## config.mk

```make
export PLATFORM = sky130hd
export DESIGN_NAME = lcd_timing_driver
export DESIGN_NICKNAME = d
export VERILOG_FILES = /design/src/rtl/lcd_timing_driver.sv
export SDC_FILE = /design/constraint.sdc
export NUM_CORES = 1
export LEC_CHECK = 0
export BUFFER_PORTS_ARGS = -buffer_cell sky130_fd_sc_hd__buf_2
export CAP_MARGIN = 10
export CORE_ASPECT_RATIO = 0.6
export CORE_MARGIN = 1
export CORE_UTILIZATION = 51
export DETAILED_ROUTE_END_ITERATION = 16
export GPL_TIMING_DRIVEN = 1
export PLACE_DENSITY = 0.83
export SYNTH_ARGS = -nofsm -noshare
export SYNTH_HDL_FRONTEND = slang
export SYNTH_SLANG_ARGS = --single-unit
```

## constraint.sdc

```tcl
create_clock -name lcd_clk -period 2.6 [get_ports lcd_clk]
set_input_delay 0.52 -clock lcd_clk [delete_from_list [all_inputs] [get_ports lcd_clk]]
set_output_delay 0.52 -clock lcd_clk [all_outputs]
set_load 0.1 [all_outputs]
```

## src/rtl/lcd_timing_driver.sv

```systemverilog
// -----------------------------------------------------------------------------
// lcd_timing_driver
//
// Raster timing generator for the 800x480 RGB565 LCD panel. A horizontal
// counter (h_cnt) and a vertical counter (v_cnt) walk the full line/frame
// period. Every panel output is a purely combinational decode of the two
// counters, so none of them is delayed by an extra register stage.
//
// The pixel-pattern stage downstream has a one-cycle registered output.
// pixel_xpos/pixel_ypos are therefore requested one clock ahead of the
// active window (data_req), and the returned pixel_data lines up with lcd_de.
//
// Request timing: data_req is high for exactly one clock before each lcd_de
// clock. While data_req is high, pixel_xpos/pixel_ypos carry the coordinate
// that the pattern stage must register. That value comes back on pixel_data
// during the following lcd_de clock. There is no back-pressure: the request
// stream is fixed by the raster and cannot be stalled.
//
// Ports:
//   lcd_clk      in   pixel clock, all logic on the rising edge
//   sys_rst_n    in   asynchronous active-low reset
//   pixel_data   in   RGB565 returned by the pattern stage (1 cycle latency)
//   pixel_xpos   out  requested column 0..H_DISP-1 (0 when not requesting)
//   pixel_ypos   out  requested row    0..V_DISP-1 (0 when not requesting)
//   data_req     out  coordinate valid, one clock ahead of lcd_de
//   lcd_hs       out  horizontal sync, active low
//   lcd_vs       out  vertical sync, active low
//   lcd_de       out  data enable, active high
//   lcd_rgb      out  panel pixel bus, forced to 0 outside lcd_de
//   frame_start  out  one-clock pulse at h_cnt==0, v_cnt==0
// -----------------------------------------------------------------------------
module lcd_timing_driver #(
  parameter logic [10:0] H_SYNC  = 11'd128,
  parameter logic [10:0] H_BACK  = 11'd88,
  parameter logic [10:0] H_DISP  = 11'd800,
  parameter logic [10:0] H_FRONT = 11'd40,
  parameter logic [10:0] H_TOTAL = 11'd1056,
  parameter logic [10:0] V_SYNC  = 11'd2,
  parameter logic [10:0] V_BACK  = 11'd33,
  parameter logic [10:0] V_DISP  = 11'd480,
  parameter logic [10:0] V_FRONT = 11'd10,
  parameter logic [10:0] V_TOTAL = 11'd525
) (
  input  logic        lcd_clk,
  input  logic        sys_rst_n,
  input  logic [15:0] pixel_data,
  output logic [10:0] pixel_xpos,
  output logic [10:0] pixel_ypos,
  output logic        data_req,
  output logic        lcd_hs,
  output logic        lcd_vs,
  output logic        lcd_de,
  output logic [15:0] lcd_rgb,
  output logic        frame_start
);

  // First active column / line, measured from the start of the sync pulse.
  localparam logic [10:0] HA = H_SYNC + H_BACK;
  localparam logic [10:0] VA = V_SYNC + V_BACK;

  // Request window is the active window shifted one clock earlier.
  localparam logic [10:0] HR_START = HA - 11'd1;
  localparam logic [10:0] HR_END   = HA + H_DISP - 11'd1;
  localparam logic [10:0] HA_END   = HA + H_DISP;
  localparam logic [10:0] VA_END   = VA + V_DISP;

  logic [10:0] h_cnt;
  logic [10:0] v_cnt;
  logic        v_active;
  logic        h_last;

  assign h_last = (h_cnt == H_TOTAL - 11'd1);

  always_ff @(posedge lcd_clk or negedge sys_rst_n) begin
    if (!sys_rst_n) begin
      h_cnt <= 11'd0;
      v_cnt <= 11'd0;
    end else if (h_last) begin
      h_cnt <= 11'd0;
      if (v_cnt == V_TOTAL - 11'd1) begin
        v_cnt <= 11'd0;
      end else begin
        v_cnt <= v_cnt + 11'd1;
      end
    end else begin
      h_cnt <= h_cnt + 11'd1;
    end
  end

  assign v_active = (v_cnt >= VA) && (v_cnt < VA_END);

  assign lcd_hs   = (h_cnt >= H_SYNC);
  assign lcd_vs   = (v_cnt >= V_SYNC);
  assign lcd_de   = v_active && (h_cnt >= HA) && (h_cnt < HA_END);
  assign data_req = v_active && (h_cnt >= HR_START) && (h_cnt < HR_END);

  // Subtractions are only selected inside the request window, where
  // h_cnt >= HA-1 and v_cnt >= VA, so neither can underflow.
  assign pixel_xpos = data_req ? (h_cnt - HR_START) : 11'd0;
  assign pixel_ypos = data_req ? (v_cnt - VA) : 11'd0;

  assign lcd_rgb = lcd_de ? pixel_data : 16'd0;

  // The counters sit at 0,0 throughout reset, so the pulse is qualified
  // with the reset input to keep it low until the first running clock.
  assign frame_start = sys_rst_n && (h_cnt == 11'd0) && (v_cnt == 11'd0);

endmodule

```

==> results of run 1 <==
==> metrics by stage <==
stage | cell area, µm² | worst slack (ns) | hold slack [ns] | TNS [ns] | instances
3_3_place_gp | 3350 | 0.109 | 0.529 | 0 | 349
2_1_floorplan | 2260 | -0.289 | 0.224 | -5.88 | 229
==> cell families after synthesis <==
logic type,count (synthesis)
AND/OR/NAND/NOR,112
AO/OA/AOI/OAI,37
buffers and inverters,29
XOR/XNOR,23
multiplexers,1
flip-flops,22
adder cells (fa/ha/maj),5
==> Yosys cell counts, drive strengths merged, types with 2 or more instances <==
master  number  area [µm²]
a211oi       2        15.0
a21oi        9        45.0
a31oi        3        18.8
and2        18         114
and3         3        18.8
and4         2        17.5
buf          9        60.1
clkbuf      10        37.5
dfrtp       22         551
ha           5        62.6
inv         10        37.5
nand2        9        33.8
nand3       12        60.1
nand3b       2        27.5
nand4        6        37.5
nor2        15        56.3
nor2b        2        12.5
nor3        21         110
nor3b        6        45.0
nor4         6        52.6
o21ai       10        50.0
o41ai        2        17.5
or2          2        12.5
or3          3        23.8
xnor2       17         149
xor2         6        52.6
==> summary.txt, run 1 <==
Synthesis
  – Sequential element share of the synthesized area: 29.4%
  – EDFF count, synth: 0
  – Adder-cell area share of the yosys netlist: 3.34%
  – Cell Area, Synth: 1870 µm²
  – Gate Count Post-Synth: 229
  – Mux contribution to synthesized area: 0.601%
  – Synth Flop Type: dfrtp_1
  – Post-synth ARST share: 100%
  – Post-synth net total: 252
  – Syn. warnings: 0
  – Fraction of synthesized cell area in xor and xnor cells: 10.7%
  – Post-synthesis simple-gate area fraction: 35.6%
  – Synth unique cells: 51
  – FF+latch count, synth: 22
  – Avg Cell Area, Syn: 8.18 µm²
  – Compound-cell area share of the yosys netlist: 13.1%
  – Main combinational cell family by area after synthesis: simple AND/OR/NAND/NOR gates

Floorplanning
  – # rows: 16
  – # IOs: 61
  – Die Span Y: 49.0 µm
  – Die span in x: 80.3 µm
  – Starting Density: 55.4%

Run status
  – Log Error: [ERROR DPL-0033] detailed placement checks failed during check placement.
  – Status: aborted with a tool error
  – Failed at: 3_5_place_dp

Placed design
  – Port bufs: 60
  – Final HPWL DP: 7800 µm
  – RD Place Congestion: 0.949
==> run 2: changes to the inputs <==
CORE_ASPECT_RATIO = unset   (was 0.6)
CORE_UTILIZATION = 40   (was 51)
PLACE_DENSITY = unset   (was 0.83)
PLACE_DENSITY_LB_ADDON = 0.15   (was unset)
==> summary.txt, run 2 <==
Synthesis
  – Syn. warnings: 0 (unchanged)
  – Count leader, synth: dfrtp_1 (unchanged)
  – Sequential element share of the synthesized area: 29.4% (unchanged)
  – Ranking of synthesized cells by area: dfrtp_1 (29%), xnor2_1 (7.9%), and2_1 (5.7%) (unchanged)
  – Synth Flop Type: dfrtp_1 (unchanged)
  – Post-synth ARST share: 100% (unchanged)
  – FF+latch count, synth: 22 (unchanged)
  – Gate Count Post-Synth: 229 (unchanged)
  – Post-synth net total: 252 (unchanged)
  – Cell Area, Synth: 1870 µm² (unchanged)
  – Yosys top cell by area: dfrtp_1 (unchanged)
  – Avg Cell Area, Syn: 8.18 µm² (unchanged)
  – EDFF count, synth: 0 (unchanged)
  – Yosys top cell area share: 29.4% (unchanged)
  – Synth unique cells: 51 (unchanged)
  – Synth top cells by count: dfrtp_1 (22), nor3_1 (20), and2_1 (17), xnor2_1 (17), nor2_1 (15) (unchanged)

Clock tree
  – Skew-Pair Late Insertion Delay: 0.26 ns
  – Root Buffer: clkbuf_8
  – H-tree depth: 1
  – CTS sink count: 22
  – CTS tree: done
  – CTS Buffer Depth: 2
  – CTS Buf Count: 3
  – Reg clk slew, reported paths: 0.08 ns

Pwr
  – PwrDens: 187 nW/µm²
  – Sw Ratio: 17.6%
  – Gate power share: 3.0%
  – Flop pwr share: 50.6%
  – Pint: 557 µW
  – Net switching power: 119 µW
  – Power share of the clock group: 46.4%
  – Maximum vdd drop: 283 µV
  – Lkg Pwr: 0.00158 µW

Layout
  – Multi-input logic area: 1580 µm²
  – Fraction of layout cells with a size suffix above 1: 54.6%
  – # fillers: 235
  – Final net count: 341
  – Most frequent cells in the layout: buf_12 (43), buf_4 (32), buf_2 (19)
  – Finished Cell Area: 3620 µm²
  – Regs by FF count: h_cnt (11), v_cnt (11)
  – Synthesis-to-finish area growth: 93.0%
  – Final Core Density: 81.9%
  – Fin cells: 369
  – Register area: 556 µm²
  – Commonest non-fill, non-tap cell in the layout: buf_12
  – Inserted Diodes: 0

STA
  – Final Hold Fails: 0
  – Max Clk Rate: 368 MHz
  – Final period util: 104%
  – Fin. max-slew vios: 0
  – Worst Max-Slew Pin Slew: 0.486 ns
  – Fin crit period: 2.71 ns
  – Slew margin rel.: 67.4%
  – Setup-failing EPs final: 38
  – Final Worst Setup Slack: -0.115 ns
  – RSZ-0062 raised after global routing: true
  – Setup_tns: -3.06 ns
  – Worst hold margin: 0.276 ns
  – Final Skew: 0.00698 ns

Global routing
  – Grt total ovfl: 0
  – Largest net degree at the start of global routing: 23
  – Initial antenna violation count: 0
  – Vias in the first global route: 2,098
  – Total global-route track usage: 25.6%
  – First-pass GRT wire length: 10,100 µm

Worst setup path
  – CP Launch Type: flop
  – R2r setup slk: 0.54 ns
  – Crit path max fanout: 7
  – Kind of cell adding the most delay to the critical path: simple AND/OR/NAND/NOR gates
  – Crit-path cells: a2111o_1 > nand3b_4 > and3_4 > buf_4 > nor4b_4 > buf_12
  – CP Buf/Inv Count: 2
  – Critical Path RT: 2.08 ns
  – CP Data Arrival Time: 2.19 ns
  – Setup CP Type: flop to primary output
  – Slowest-stage cell, CP: a2111o_1
  – Endpoint class of the critical path: primary output
  – Max incr delay on CP: 0.46 ns

Route
  – Drt via density: 5.84
  – # DRC: 0
  – Router iterations before antenna repair: 4
  – DR iter-0 viols: 124
  – Total number of vias: 2,154
  – Drt wl/cell: 17.7 µm
  – Routed WL: 6540 µm
  – Final ANT Viol Nets: 0

Placed design
  – DP Cell Count: 353
  – Cell area after placement: 3330 µm²
  – Port bufs: 60 (unchanged)
  – RD Place Congestion: 0.844 (was 0.949)
  – Final HPWL DP: 4590 µm (was 7800 µm)

Flow run
  – Max-cap violations: 0

Run status
  – Failing checks: negative setup slack
  – Status: finished, violations left (was aborted with a tool error)

Floorplanning
  – Die span in x: 70.5 µm (was 80.3 µm)
  – Die Span Y: 70.5 µm (was 49.0 µm)
  – Die area: 4960 µm²
  – Core box area: 4410 µm²
  – Starting Density: 42.5% (was 55.4%)
  – # rows: 24 (was 16)
  – # IOs: 61 (unchanged)

Hold path
  – Worst min-delay path class: input pin to asynchronous set/reset pin
run 2: cell counts after synthesis:
Identical to the previous run, type by type.
run 2: routing by layer:
| layer | track usage (%) | up-vias | wire, µm |
|---|---|---|---|
| met5 | 0 | - | 0 |
| met2 | 44.2 | 118 | 3260 |
| li1 | - | 984 | - |
| met3 | 3.32 | 14 | 501 |
| met1 | 32.8 | 1038 | 2600 |
| met4 | 8.44 | 0 | 173 |
run 2: cell type report:
class / count / area share [%]
Sequential cell: 22 / 15.4
Tap cell: 52 / 1.80
Clock inverter: 1 / 0.830
Inverter: 10 / 1.04
Multi-Input combinational cell: 178 / 43.6
Clock buffer: 3 / 1.14
Timing Repair Buffer: 103 / 36.3
run 2: what timing repair did:
item	in CTS	in global routing
gates cloned	0	1
buffers inserted	5	6
hold endpoints to repair	0	0
endpoints found under the setup margin	39	41
gates resized for setup	12	17
hold buffers	0	0
pin swaps	19	8
run 2: path summary, 6_finish.rpt:
kind,to,depth (start not counted),from
min reg2reg,h_cnt[4]$_DFF_PN0_,1,h_cnt[4]$_DFF_PN0_
max reg2reg,v_cnt[4]$_DFFE_PN0N_,5,h_cnt[5]$_DFF_PN0_
max in group asynchronous,h_cnt[2]$_DFF_PN0_,2,sys_rst_n
max,pixel_xpos[8],6,v_cnt[0]$_DFFE_PN0N_
min in group lcd_clk,h_cnt[4]$_DFF_PN0_,1,h_cnt[4]$_DFF_PN0_
min,h_cnt[0]$_DFF_PN0_,2,sys_rst_n
run 2: kinds of logic (layout without fill, tap and decap cells):
family | Yosys count | in the layout | share of synthesized area, %
flops | 22 | 22 | 29.4
simple gates | 112 | 112 | 35.6
xor+xnor | 23 | 23 | 10.7
buf+inv | 29 | 117 | 7.21
compound gates | 37 | 37 | 13.1
mux | 1 | 1 | 0.601
fa+ha+maj | 5 | 5 | 3.34
run 2: stage by stage:
step	worst slack, ns	total power [µW]
6_report	-0.115	676
4_1_cts	-0.112	680
2_1_floorplan	-0.289	349
3_3_place_gp	0.148	369
5_1_grt	-0.190	693
3_5_place_dp	0.0810	369
run 2: power groups by stage:
stage / Clock, µW / Sequential [µW] / Combinational (µW)
2_1_floorplan: 0 / 349 / 0.233
3_3_place_gp: 0 / 349 / 20.2
3_5_place_dp: 0 / 349 / 20.8
4_1_cts: 317 / 342 / 21.2
5_1_grt: 328 / 342 / 23.0
6_report: 314 / 342 / 20.4
(Power assumes the default switching activity.)
==> run 3: changes to the inputs <==
PLACE_DENSITY = 0.64   (was unset)
PLACE_DENSITY_LB_ADDON = unset   (was 0.15)
SETUP_SLACK_MARGIN = 0.2   (was unset)
==> summary.txt, run 3 (synthesis results as in run 2) <==
Run status
  – Status: finished, violations left (unchanged)
  – Failing checks: negative setup slack (unchanged)

Floorplanning
  – Core box area: 4410 µm² (unchanged)
  – # rows: 24 (unchanged)
  – Die area: 4960 µm² (unchanged)
  – Die Span Y: 70.5 µm (unchanged)
  – # IOs: 61 (unchanged)
  – Starting Density: 42.5% (unchanged)
  – Die span in x: 70.5 µm (unchanged)

Clock tree
  – Root Buffer: clkbuf_8 (unchanged)
  – Hold buffer count at cts: 0 (unchanged)
  – CTS tree: done (unchanged)
  – CTS sink count: 22 (unchanged)
  – Reg clk slew, reported paths: 0.09 ns (was 0.08 ns)
  – H-tree depth: 1 (unchanged)
  – Skew-Pair Late Insertion Delay: 0.27 ns (was 0.26 ns)
  – CTS Buf Count: 3 (unchanged)
  – CTS Buffer Depth: 2 (unchanged)

Layout
  – Fin cells: 377 (was 369)
  – # fillers: 192 (was 235)
  – Final Core Density: 86.1% (was 81.9%)
  – Fraction of layout cells with a size suffix above 1: 60.9% (was 54.6%)
  – Synthesis-to-finish area growth: 103% (was 93.0%)
  – Inserted Diodes: 0 (unchanged)
  – Final net count: 349 (was 341)
  – Commonest non-fill, non-tap cell in the layout: buf_12 (unchanged)
  – Most frequent cells in the layout: buf_12 (46), buf_4 (39), xnor2_1 (17), buf_2 (17), nor3_4 (15) (was buf_12 (43), buf_4 (32), buf_2 (19))
  – Finished Cell Area: 3800 µm² (was 3620 µm²)
  – Regs by FF count: h_cnt (11), v_cnt (11) (unchanged)

STA
  – Setup-failing EPs final: 39 (was 38)
  – Final Worst Setup Slack: -0.188 ns (was -0.115 ns)
  – Max Clk Rate: 359 MHz (was 368 MHz)
  – Final Hold Fails: 0 (unchanged)
  – Setup_tns: -4.73 ns (was -3.06 ns)
  – Worst hold margin: 0.261 ns (was 0.276 ns)
  – Slew margin rel.: 67.3% (was 67.4%)
  – Final Skew: 0.00622 ns (was 0.00698 ns)
  – Fin. max-slew vios: 0 (unchanged)
  – Worst Max-Slew Pin Slew: 0.486 ns (about the same)
  – Fin crit period: 2.79 ns (was 2.71 ns)
  – Final period util: 107% (was 104%)
  – RSZ-0062 raised after global routing: true (unchanged)

Placed design
  – Final HPWL DP: 4820 µm (was 4590 µm)
  – Port bufs: 60 (unchanged)
  – DP Cell Count: 353 (unchanged)
  – RD Place Congestion: 0.905 (was 0.844)
  – Cell area after placement: 3340 µm² (was 3330 µm²)

Worst setup path
  – Slowest-stage cell, CP: a2111o_1 (unchanged)
  – CP Launch Type: flop (unchanged)
  – CP Buf/Inv Count: 2 (unchanged)
  – Endpoint class of the critical path: primary output (unchanged)
  – Top cell by count, worst path: buf_12
  – CP Data Arrival Time: 2.27 ns (was 2.19 ns)
  – Setup CP Type: flop to primary output (unchanged)
  – Worst path depth: 6 (unchanged)
  – R2r worst-path depth: 8 (was 5)
  – Crit-path cells: a2111o_1 > nand3b_4 > and3_4 > buf_12 > nor4b_4 > buf_12 (was a2111o_1 > nand3b_4 > and3_4 > buf_4 > nor4b_4 > buf_12)
  – Critical Path RT: 2.08 ns (about the same)
  – Crit path max fanout: 5 (was 7)
  – Max incr delay on CP: 0.47 ns (was 0.46 ns)
  – Kind of cell adding the most delay to the critical path: simple AND/OR/NAND/NOR gates (unchanged)

Pwr
  – PwrDens: 181 nW/µm² (was 187 nW/µm²)
  – Lkg Pwr: 0.00165 µW (was 0.00158 µW)
  – Maximum vdd drop: 265 µV (was 283 µV)

Hold path
  – Worst min-delay path class: input pin to asynchronous set/reset pin (unchanged)

Global routing
  – Grt total ovfl: 0 (unchanged)
  – Largest net degree at the start of global routing: 23 (unchanged)
  – Initial antenna violation count: 0 (unchanged)
  – First-pass GRT wire length: 11,800 µm (was 10,100 µm)
  – Total global-route track usage: 30.4% (was 25.6%)
  – Vias in the first global route: 2,271 (was 2,098)

Route
  – Total number of vias: 2,307 (was 2,154)
  – Router iterations before antenna repair: 5 (was 4)
  – # DRC: 0 (unchanged)
  – Final ANT Viol Nets: 0 (unchanged)
  – Routed WL: 7820 µm (was 6540 µm)
  – Drt via density: 6.12 (was 5.84)
  – DR iter-0 viols: 117 (was 124)
  – Drt wl/cell: 20.7 µm (was 17.7 µm)

Flow run
  – Max-cap violations: 0 (unchanged)
==> run 3: layout make-up <==
class / instances / area, µm² / share of cell area [%]
Clock buffer: 3 / 41.3 / 1.09
Clock inverter: 1 / 30.0 / 0.790
Inverter: 10 / 40.0 / 1.05
Multi-Input combinational cell: 178 / 1650 / 43.3
Sequential cell: 22 / 562 / 14.8
Tap cell: 52 / 65.1 / 1.71
Timing Repair Buffer: 111 / 1420 / 37.3
==> run 3: power by group <==
| part | internal (µW) | switching (µW) | leakage [µW] | total, µW |
|---|---|---|---|---|
| combinational | 10.2 | 12.4 | 0.00133 | 22.5 |
| clock | 206 | 118 | 0.0000357 | 324 |
| sequential | 342 | 0 | 0.000281 | 342 |
| total | 558 | 131 | 0.00165 | 688 |
==> run 3: worst register-to-register path: cells and delay by family, from the launching register on <==
family	cells	cell delay [ns]
and+or+nand+nor	3	0.85
DFF	1	0.42
muxes	1	0.34
buffers and inverters	3	0.32
adders and majority gates	1	0.18
==> run 3: routing by layer <==
layer  GRT usage, %  share of wire, %
met1           36.9                36
met2           54.5                52
met3           4.62               8.9
met4           9.56               3.0
met5              0                 0
==> run 3: worst paths after layout <==
check                                     startpoint                    to  slack [ns]
min in group lcd_clk              h_cnt[9]$_DFF_PN0_    h_cnt[9]$_DFF_PN0_        0.55
worst max register to register    h_cnt[1]$_DFF_PN0_  v_cnt[6]$_DFFE_PN0N_        0.37
max in group asynchronous                  sys_rst_n  v_cnt[0]$_DFFE_PN0N_        2.09
worst min register to register    h_cnt[9]$_DFF_PN0_    h_cnt[9]$_DFF_PN0_        0.55
worst max-delay path            v_cnt[1]$_DFFE_PN0N_         pixel_xpos[8]       -0.19
worst min-delay path                       sys_rst_n   h_cnt[10]$_DFF_PN0_        0.26
==> run 3: timing repair <==
item,in CTS,in global routing
gates cloned,1,0
pin swaps,20,13
setup buffers,13,6
gates resized for setup,38,17
setup endpoints to repair,43,42
==> run 3: stage by stage <==
step,total power [µW],setup slack [ns]
after floorplan,349,-0.288
after global placement,370,0.104
after detailed placement,371,0.0604
after CTS,688,-0.124
after global routing,704,-0.204
final,688,-0.188
